[src/rtl/tqvp_periph_initiator_if.sv]
// Request/response handshake bundle between a host and the TinyQV peripheral initiator.
// The master modport is the host side; the slave modport is the initiator side.
interface tqvp_periph_initiator_if;
  logic        req_valid;
  logic        req_ready;
  logic        req_write;
  logic [1:0]  req_size;
  logic [5:0]  req_addr;
  logic [31:0] req_wdata;
  logic        rsp_valid;
  logic        rsp_ready;
  logic [31:0] rsp_rdata;
  logic        rsp_err;

  modport master (
    output req_valid, req_write, req_size, req_addr, req_wdata, rsp_ready,
    input  req_ready, rsp_valid, rsp_rdata, rsp_err
  );

  modport slave (
    input  req_valid, req_write, req_size, req_addr, req_wdata, rsp_ready,
    output req_ready, rsp_valid, rsp_rdata, rsp_err
  );
endinterface

[src/rtl/tqvp_periph_initiator.sv]
// Host-side initiator for the TinyQV peripheral port: turns one request into a sized
// write/read strobe, waits for data_ready on reads (with timeout) and returns a response.
module tqvp_periph_initiator #(
  parameter int unsigned TIMEOUT_CYCLES = 16
) (
  input  logic                          clk,
  input  logic                          rst,
  tqvp_periph_initiator_if.slave        bus,
  output logic [7:0]                    err_count,
  output logic [5:0]                    p_address,
  output logic [31:0]                   p_data_in,
  output logic [1:0]                    p_data_write_n,
  output logic [1:0]                    p_data_read_n,
  input  logic [31:0]                   p_data_out,
  input  logic                          p_data_ready
);

  typedef enum logic [1:0] {IDLE, WRITE, READ, RESP} state_e;

  localparam logic [7:0] TimeoutLimit = TIMEOUT_CYCLES[7:0];

  state_e      state_q, state_d;
  logic        req_ready_q, req_ready_d;
  logic        rsp_valid_q, rsp_valid_d;
  logic [31:0] rsp_rdata_q, rsp_rdata_d;
  logic        rsp_err_q, rsp_err_d;
  logic [7:0]  err_count_q, err_count_d;
  logic [5:0]  p_address_q, p_address_d;
  logic [31:0] p_data_in_q, p_data_in_d;
  logic [1:0]  write_n_q, write_n_d;
  logic [1:0]  read_n_q, read_n_d;
  logic [1:0]  size_q, size_d;
  logic [7:0]  cnt_q, cnt_d;
  logic        accept;
  logic        enter_err;
  logic [31:0] rdata_masked;

  assign bus.req_ready  = req_ready_q;
  assign bus.rsp_valid  = rsp_valid_q;
  assign bus.rsp_rdata  = rsp_rdata_q;
  assign bus.rsp_err    = rsp_err_q;
  assign err_count      = err_count_q;
  assign p_address      = p_address_q;
  assign p_data_in      = p_data_in_q;
  assign p_data_write_n = write_n_q;
  assign p_data_read_n  = read_n_q;

  // rsp_valid rises one cycle after entering RESP, giving the two-edge accept-to-response latency
  always_comb begin
    state_d     = state_q;
    rsp_valid_d = rsp_valid_q;
    rsp_rdata_d = rsp_rdata_q;
    rsp_err_d   = rsp_err_q;
    err_count_d = err_count_q;
    p_address_d = p_address_q;
    p_data_in_d = p_data_in_q;
    write_n_d   = write_n_q;
    read_n_d    = read_n_q;
    size_d      = size_q;
    cnt_d       = cnt_q;
    enter_err   = 1'b0;
    accept      = (state_q == IDLE) && req_ready_q && bus.req_valid;

    case (size_q)
      2'b00:   rdata_masked = {24'd0, p_data_out[7:0]};
      2'b01:   rdata_masked = {16'd0, p_data_out[15:0]};
      default: rdata_masked = p_data_out;
    endcase

    case (state_q)
      IDLE: begin
        if (accept) begin
          p_address_d = bus.req_addr;
          p_data_in_d = bus.req_wdata;
          size_d      = bus.req_size;
          rsp_rdata_d = 32'd0;
          rsp_err_d   = 1'b0;
          if (bus.req_size == 2'b11) begin
            rsp_err_d = 1'b1;
            enter_err = 1'b1;
            state_d   = RESP;
          end else if (bus.req_write) begin
            write_n_d = bus.req_size;
            state_d   = WRITE;
          end else begin
            read_n_d = bus.req_size;
            cnt_d    = 8'd1;
            state_d  = READ;
          end
        end
      end
      WRITE: begin
        write_n_d = 2'b11;
        state_d   = RESP;
      end
      READ: begin
        if (p_data_ready) begin
          rsp_rdata_d = rdata_masked;
          read_n_d    = 2'b11;
          state_d     = RESP;
        end else if (cnt_q >= TimeoutLimit) begin
          rsp_err_d = 1'b1;
          enter_err = 1'b1;
          read_n_d  = 2'b11;
          state_d   = RESP;
        end else begin
          cnt_d = cnt_q + 8'd1;
        end
      end
      RESP: begin
        if (rsp_valid_q && bus.rsp_ready) begin
          rsp_valid_d = 1'b0;
          state_d     = IDLE;
        end else begin
          rsp_valid_d = 1'b1;
        end
      end
      default: state_d = IDLE;
    endcase

    req_ready_d = (state_d == IDLE);

    if (enter_err && (err_count_q != 8'hFF)) begin
      err_count_d = err_count_q + 8'd1;
    end
  end

  always_ff @(posedge clk) begin
    if (rst) begin
      state_q     <= IDLE;
      req_ready_q <= 1'b0;
      rsp_valid_q <= 1'b0;
      rsp_rdata_q <= 32'd0;
      rsp_err_q   <= 1'b0;
      err_count_q <= 8'd0;
      p_address_q <= 6'd0;
      p_data_in_q <= 32'd0;
      write_n_q   <= 2'b11;
      read_n_q    <= 2'b11;
      size_q      <= 2'b00;
      cnt_q       <= 8'd0;
    end else begin
      state_q     <= state_d;
      req_ready_q <= req_ready_d;
      rsp_valid_q <= rsp_valid_d;
      rsp_rdata_q <= rsp_rdata_d;
      rsp_err_q   <= rsp_err_d;
      err_count_q <= err_count_d;
      p_address_q <= p_address_d;
      p_data_in_q <= p_data_in_d;
      write_n_q   <= write_n_d;
      read_n_q    <= read_n_d;
      size_q      <= size_d;
      cnt_q       <= cnt_d;
    end
  end

endmodule

[src/flat_wrapper.sv]
// flat-port wrapper written by rule: the top's interface ports become plain ports
module tqvp_periph_initiator_flat 
#(
  parameter int unsigned TIMEOUT_CYCLES = 16
)
  (clk, rst, err_count, p_address, p_data_in, p_data_write_n, p_data_read_n, p_data_out, p_data_ready, bus_req_valid, bus_req_write, bus_req_size, bus_req_addr, bus_req_wdata, bus_rsp_ready, bus_req_ready, bus_rsp_valid, bus_rsp_rdata, bus_rsp_err);
  tqvp_periph_initiator_if bus_i ();
  input  logic clk;
  input  logic rst;
  output logic [7:0] err_count;
  output logic [5:0] p_address;
  output logic [31:0] p_data_in;
  output logic [1:0] p_data_write_n;
  output logic [1:0] p_data_read_n;
  input  logic [31:0] p_data_out;
  input  logic p_data_ready;
  input wire logic [$bits(bus_i.req_valid)-1:0] bus_req_valid;
  input wire logic [$bits(bus_i.req_write)-1:0] bus_req_write;
  input wire logic [$bits(bus_i.req_size)-1:0] bus_req_size;
  input wire logic [$bits(bus_i.req_addr)-1:0] bus_req_addr;
  input wire logic [$bits(bus_i.req_wdata)-1:0] bus_req_wdata;
  input wire logic [$bits(bus_i.rsp_ready)-1:0] bus_rsp_ready;
  output wire logic [$bits(bus_i.req_ready)-1:0] bus_req_ready;
  output wire logic [$bits(bus_i.rsp_valid)-1:0] bus_rsp_valid;
  output wire logic [$bits(bus_i.rsp_rdata)-1:0] bus_rsp_rdata;
  output wire logic [$bits(bus_i.rsp_err)-1:0] bus_rsp_err;
  assign bus_i.req_valid = bus_req_valid;
  assign bus_i.req_write = bus_req_write;
  assign bus_i.req_size = bus_req_size;
  assign bus_i.req_addr = bus_req_addr;
  assign bus_i.req_wdata = bus_req_wdata;
  assign bus_i.rsp_ready = bus_rsp_ready;
  assign bus_req_ready = bus_i.req_ready;
  assign bus_rsp_valid = bus_i.rsp_valid;
  assign bus_rsp_rdata = bus_i.rsp_rdata;
  assign bus_rsp_err = bus_i.rsp_err;
  tqvp_periph_initiator #(.TIMEOUT_CYCLES(TIMEOUT_CYCLES)) u_core (.clk(clk), .rst(rst), .bus(bus_i), .err_count(err_count), .p_address(p_address), .p_data_in(p_data_in), .p_data_write_n(p_data_write_n), .p_data_read_n(p_data_read_n), .p_data_out(p_data_out), .p_data_ready(p_data_ready));
endmodule
[config.mk]
export PLATFORM = sky130hd
export DESIGN_NAME = tqvp_periph_initiator_flat
export DESIGN_NICKNAME = d
export VERILOG_FILES = /design/src/rtl/tqvp_periph_initiator_if.sv /design/src/rtl/tqvp_periph_initiator.sv /design/src/flat_wrapper.sv
export SDC_FILE = /design/constraint.sdc
export NUM_CORES = 1
export LEC_CHECK = 0
export ABC_AREA = 1
export CAP_MARGIN = 30
export CORE_UTILIZATION = 40
export CTS_BUF_LIST = sky130_fd_sc_hd__clkbuf_4
export CTS_CLUSTER_SIZE = 16
export DETAILED_ROUTE_END_ITERATION = 8
export GPL_ROUTABILITY_DRIVEN = 0
export PLACE_DENSITY = 0.79
export SLEW_MARGIN = 25
export SYNTH_ARGS = -nofsm -noshare
export SYNTH_HDL_FRONTEND = slang
export SYNTH_SLANG_ARGS = --single-unit
[constraint.sdc]
create_clock -name clk -period 1.3 [get_ports clk]
set_input_delay 0.39 -clock clk [delete_from_list [all_inputs] [get_ports clk]]
set_output_delay 0.39 -clock clk [all_outputs]
set_load 0.03 [all_outputs]
Word level (Yosys, flattened, before mapping)
Index checks and enable logic that the tools add are counted.
Widths: inputs -> output; s select.
- flip-flop bits (word level): 97
- input bits: 78
- output and inout bits: 85
- logic and storage cells: 82
- add/subtract/negate cells: 2
- magnitude comparators: 1
- equality and inequality tests: 15
- multiplexer cells: 37
- reductions and logical operators: 15
- operators by type and width (operator ; number):
    $pmux 32 s2 ; 2
    $mux 32 ; 2
    $mux 8 ; 5
    $mux 2 ; 14
    $add 8x1->8 const B ; 2
    $pmux 8 s2 ; 1
    $ne 2x2->1 const B ; 6
    $ge 8x5->1 const B ; 1
    $mux 1 ; 8
    $ne 8x8->1 const B ; 1
    $pmux 2 s2 ; 2
    $pmux 2 s4 ; 1
    $reduce_and 4->1 ; 2
    $eq 2x2->1 const B ; 3
    $logic_not 2->1 ; 3
    $reduce_and 6->1 ; 1
    $reduce_and 5->1 ; 1
    $eq 2x1->1 const B ; 2
    $logic_and 1x1->1 ; 4
    $ne 2x1->1 const B ; 2
    $pmux 1 s2 ; 2
    $reduce_bool 2->1 ; 2
    $ne 3x2->1 const B ; 1
    $reduce_and 3->1 ; 1
    $reduce_and 2->1 ; 1

Logic depth before layout (Yosys ltp)
- depth in word-level cells: 6
- mapped depth: 10
- mapped depth without buffers: 10

Least setup slack after synthesis
OpenSTA, ideal clock, no wires.
- kind: reg2reg
- from: register u_core.err_count_q[0], in the netlist u_core.err_count[0]
- to: register u_core.err_count_q[6], in the netlist u_core.err_count[6]
- setup time: 70 ps
- arrival: 1544 ps
- required time: 1230 ps
- setup slack: -315 ps
- stages on the path, launching flop included: 8
- path buffers: 0
- clock period less this slack: 1615 ps
- path through: dfxtp_1 -> ha_1 -> nand2_1 -> nor2_1 -> nand2_1 -> nand2_2 -> nand2_1 -> a21oi_1
- cells in the longest elaborated chain, start to end: 2
- RTL lines (element ; RTL line ; source):
    start: declaration ; tqvp_periph_initiator.sv:27 ; logic [7:0] err_count_q, err_count_d;
    start signal: assignment ; tqvp_periph_initiator.sv:148 ; err_count_q <= err_count_d;
    branches (longest 2 deep; another with $add 8x1->8) ; - ;
Several ways; the timed one is not identified.
A chain may end at the register's enable or synchronous reset.

Final worst setup path
- from: register u_core.state_q[0]
- to: register u_core.err_count_q[7], in the netlist u_core.err_count[7]
- cells in the longest elaborated chain, start to end: 6
- RTL lines (element ; RTL line ; source):
    start: declaration ; tqvp_periph_initiator.sv:22 ; state_e state_q, state_d;
    start signal: assignment ; tqvp_periph_initiator.sv:143 ; state_q <= state_d;
    $logic_not 2->1 ; tqvp_periph_initiator.sv:62, tqvp_periph_initiator.sv:70 ;
    $logic_and 1x1->1 (2 in a row) ; tqvp_periph_initiator.sv:62 ; accept = (state_q == IDLE) && req_ready_q && bus.req_valid;
    $mux 1 ; tqvp_periph_initiator.sv:72 ; if (accept) begin
    $pmux 1 s2 (*) ; tqvp_periph_initiator.sv:70 ; case (state_q)
    $logic_and 1x1->1 (*) ; tqvp_periph_initiator.sv:123 ; if (enter_err && (err_count_q != 8'hFF)) begin
Every way passes the cells marked *; elsewhere a longest branch is shown, timed or not.

==> flow_summary.json <==
{
  "status": "finished with violations",
  "vdd_ir_drop_max_mv": 1.28,
  "final_net_count": 846,
  "timing.critical_path.fanout_max": 5,
  "timing.critical_path.from": "u_core.state_q[0]$_SDFF_PP0_",
  "htree_num_levels": 3,
  "first_global_vias": 4208,
  "finalSetupViolCount": 168,
  "layout.cells.non_filler": 899,
  "worst_pin_slew_ns": 0.423,
  "post_dp_hpwl_um": 7670,
  "critPathSlowestCell": "sky130_fd_sc_hd__dfxtp_4",
  "swShare_pct": 42.5,
  "ys.warnings.count": 0,
  "detail_route.drc_violations": 0,
  "floorplan.die.height_um": 100,
  "cts_tree": "done",
  "clock_network_latency_to_the_later_pin_of_the_worst_skew_pair_ns": 0.46,
  "failed_checks": "negative setup slack",
  "max-clock-path-buffers": 2,
  "timing.critical_path.required_ns": 1.68,
  "yosysSeqAreaShare_pct": 50.2,
  "path_clk_slew_ns": 0.16,
  "antenna_violations_before_repair": 0,
  "netSwitchingPower_mw": 5.73,
  "share_clk_of_total_power_pct": 12.8,
  "cts_hold_repair.buffers": 0,
  "place.detailed.instances": 814,
  "yosys-top-cells-area": "sky130_fd_sc_hd__dfxtp_1 (50%), sky130_fd_sc_hd__nor2_1 (10%), sky130_fd_sc_hd__o21ai_0 (8.1%)",
  "synth_largest_area_cell": "sky130_fd_sc_hd__dfxtp_1",
  "hold_ws_ns": 0.473,
  "grt_pass1_wl_um": 19700,
  "final-hold-violation-count": 0,
  "drt_iter0_markers": 208,
  "fin_total_pwr_mw": 13.5,
  "worstReg2RegStart": "u_core.state_q[0]$_SDFF_PP0_",
  "setup_total_negative_slack_ns": -8.79,
  "top_level_ports": 163,
  "final_min_period_over_clock_period_pct": 116,
  "endpoint_class_of_the_critical_path": "flip-flop",
  "internal_power_mw": 7.75,
  "tritoncts.num_buffers": 9,
  "dpl_worst_slack_ns": -0.515,
  "holdCritStartpoint": "u_core.cnt_q[6]$_SDFFE_PP0P_",
  "synthesis.nets": 600,
  "pwr-share-seq_pct": 31.1,
  "max-cap-violations": 0,
  "fin_ws_ns": -0.202,
  "n_antenna_cell": 0,
  "clock-sinks": 97,
  "flow.area_growth_from_synthesis_pct": 100,
  "hold_class": "reg2reg",
  "floorplan.die_area_um2": 10100,
  "num_vias": 4840,
  "synth_largest_type_area_fraction_pct": 50.2,
  "final_wl_um": 17200,
  "synthesis.area_per_instance_um2": 7.46,
  "place_area_um2": 5650,
  "ys_types": 26,
  "numPortBuffers": 162,
  "antenna_violating_nets_post_route": 0,
  "timing_max_transition_violations_final": 0,
  "initial_utilization_pct": 41.5,
  "cts.root.buffer_cell": "sky130_fd_sc_hd__clkbuf_4",
  "finish.utilization_pct": 83.0,
  "netlist_area_um2": 3870,
  "detailedRoute.firstPassIterationCount": 5,
  "crit_path_max_incr_delay_ns": 0.40,
  "clock_skew_ns": 0.0261,
  "drive_gt1_share_pct": 57.3,
  "grt-ovfl-total": 0,
  "power_leakage_nw": 3.15,
  "crit_path_start_kind": "flip-flop",
  "via_to_cell_ratio": 5.38,
  "synth_seq_cells": 97,
  "syn-instance-count": 519,
  "wl_cell_um": 19.1,
  "cellPowerDensity_nw_per_um2": 1740,
  "relSlewSlack_pct": 71.8,
  "grt_max_degree": 31,
  "global_route.usage.total_pct": 24.9,
  "placementRows": 35,
  "crit_arrival_ns": 1.88,
  "finalInstanceArea_um2": 7740,
  "rsz0062_at_grt": "yes",
  "post-route-min-period_ns": 1.50,
  "design.core.area_um2": 9330,
  "die_width_um": 100,
  "cp_cell_sequence": "inv_4, nand2_4, nor2_2, nand2_2, nand2_4, nand3_1, nand2_1, inv_1, nor2_1",
  "max_freq_mhz": 666,
  "critPathKind": "reg2reg",
  "crit_top_cell": "sky130_fd_sc_hd__nand2_4",
  "comb_power_share_pct": 56.1
}
[final cells by class]
| cell class | count | area [µm²] |
|---|---|---|
| fillers | 494 | 1580 |
| repair inverters | 2 | 25.0 |
| flip-flops and latches | 97 | 2090 |
| multi-input cells | 368 | 2390 |
| inverters | 30 | 138 |
| clock buffers | 10 | 75.1 |
| well taps | 129 | 161 |
| clock inverters | 6 | 66.3 |
| repair buffers | 257 | 2810 |
[worst max-delay path, delay by kind of cell (launching register included)]
| kind | cells | cell delay, ns |
|---|---|---|
| and+or+nand+nor | 7 | 0.90 |
| DFF | 1 | 0.40 |
| buffers and inverters | 2 | 0.12 |
[cells by family after synthesis]
group / synth area share, %
simple gates: 27.1
compound gates: 15.1
xor+xnor: 0.226
fa+ha+maj: 0.970
flops: 50.2
buf+inv: 6.43
[sequential cells by signal, summed over array words and instances, names as in the netlist]
register / flops
u_core.p_data_read_n: 2
u_core.bus.rsp_valid: 1
u_core.bus.rsp_err: 1
u_core.bus.rsp_rdata: 32
u_core.bus.req_ready: 1
u_core.p_address: 6
u_core.p_data_write_n: 2
u_core.state_q: 2
u_core.size_q: 2
u_core.cnt_q: 8
u_core.err_count: 8
u_core.p_data_in: 32
[timing repair]
action,4_1_cts,5_1_grt
buffers inserted,17,43
gates resized for setup,215,200
pin swaps,6,86
endpoints found under the setup margin,164,177
cloned,5,9
[cells in the mapped netlist]
cell,count
sky130_fd_sc_hd__inv_2,2
sky130_fd_sc_hd__nand3_1,42
sky130_fd_sc_hd__buf_4,4
sky130_fd_sc_hd__or2_2,2
sky130_fd_sc_hd__nand2_4,2
sky130_fd_sc_hd__buf_2,5
sky130_fd_sc_hd__nor3b_1,1
sky130_fd_sc_hd__xor2_1,1
sky130_fd_sc_hd__ha_1,3
sky130_fd_sc_hd__nor2_4,2
sky130_fd_sc_hd__a21oi_1,48
sky130_fd_sc_hd__dfxtp_1,97
sky130_fd_sc_hd__nand2_2,5
sky130_fd_sc_hd__buf_6,2
sky130_fd_sc_hd__nand4_1,4
sky130_fd_sc_hd__a21oi_2,1
sky130_fd_sc_hd__nor2_2,2
sky130_fd_sc_hd__inv_4,1
sky130_fd_sc_hd__o22ai_1,1
sky130_fd_sc_hd__nand2_1,80
sky130_fd_sc_hd__inv_1,27
sky130_fd_sc_hd__o31ai_1,2
sky130_fd_sc_hd__and2_1,1
sky130_fd_sc_hd__nor2_1,106
sky130_fd_sc_hd__clkbuf_1,15
sky130_fd_sc_hd__o21ai_0,63
[per-layer routing]
layer  global-route usage, %  vias up  routed length, µm  share of wire (%)
li1                        -     2201                  -                  -
met1                    28.3     2306               6420                 37
met2                    43.7      269               8870                 52
met3                    8.08       64               1250                7.3
met4                    8.92        0                648                3.8
met5                       0        -                  0                  0
[final timing paths]
| path | end | slack, ns | cells past startpoint |
|---|---|---|---|
| hold reg to reg | u_core.cnt_q[6]$_SDFFE_PP0P_ | 0.47 | 2 |
| hold / removal | u_core.cnt_q[6]$_SDFFE_PP0P_ | 0.47 | 2 |
| setup / recovery | u_core.err_count[7]$_SDFFE_PP0P_ | -0.20 | 9 |
| setup reg to reg | u_core.err_count[7]$_SDFFE_PP0P_ | -0.20 | 9 |
[cells in the final DEF, fill, tap and decap left out, types with 21 or more instances in the layout]
cell type / Yosys / routed
sky130_fd_sc_hd__a21oi_2: 1 / 34
sky130_fd_sc_hd__buf_4: 4 / 59
sky130_fd_sc_hd__buf_6: 2 / 99
sky130_fd_sc_hd__clkdlybuf4s50_1: 0 / 76
sky130_fd_sc_hd__dfxtp_2: 0 / 73
sky130_fd_sc_hd__inv_1: 27 / 22
sky130_fd_sc_hd__nand2_1: 80 / 56
sky130_fd_sc_hd__nand3_1: 42 / 23
sky130_fd_sc_hd__nor2_1: 106 / 71
sky130_fd_sc_hd__nor2_2: 2 / 21
sky130_fd_sc_hd__o21ai_0: 63 / 39
[power groups by stage]
stage | combinational (mW) | clock [mW] | sequential, mW
final | 7.56 | 1.73 | 4.19
after global routing | 7.85 | 1.89 | 4.24
after CTS | 5.42 | 1.70 | 4.09
after detailed placement | 4.33 | 0 | 3.94
after global placement | 4.24 | 0 | 3.92
after floorplan | 1.68 | 0 | 4.90
Power figures use the tool's default switching activity.
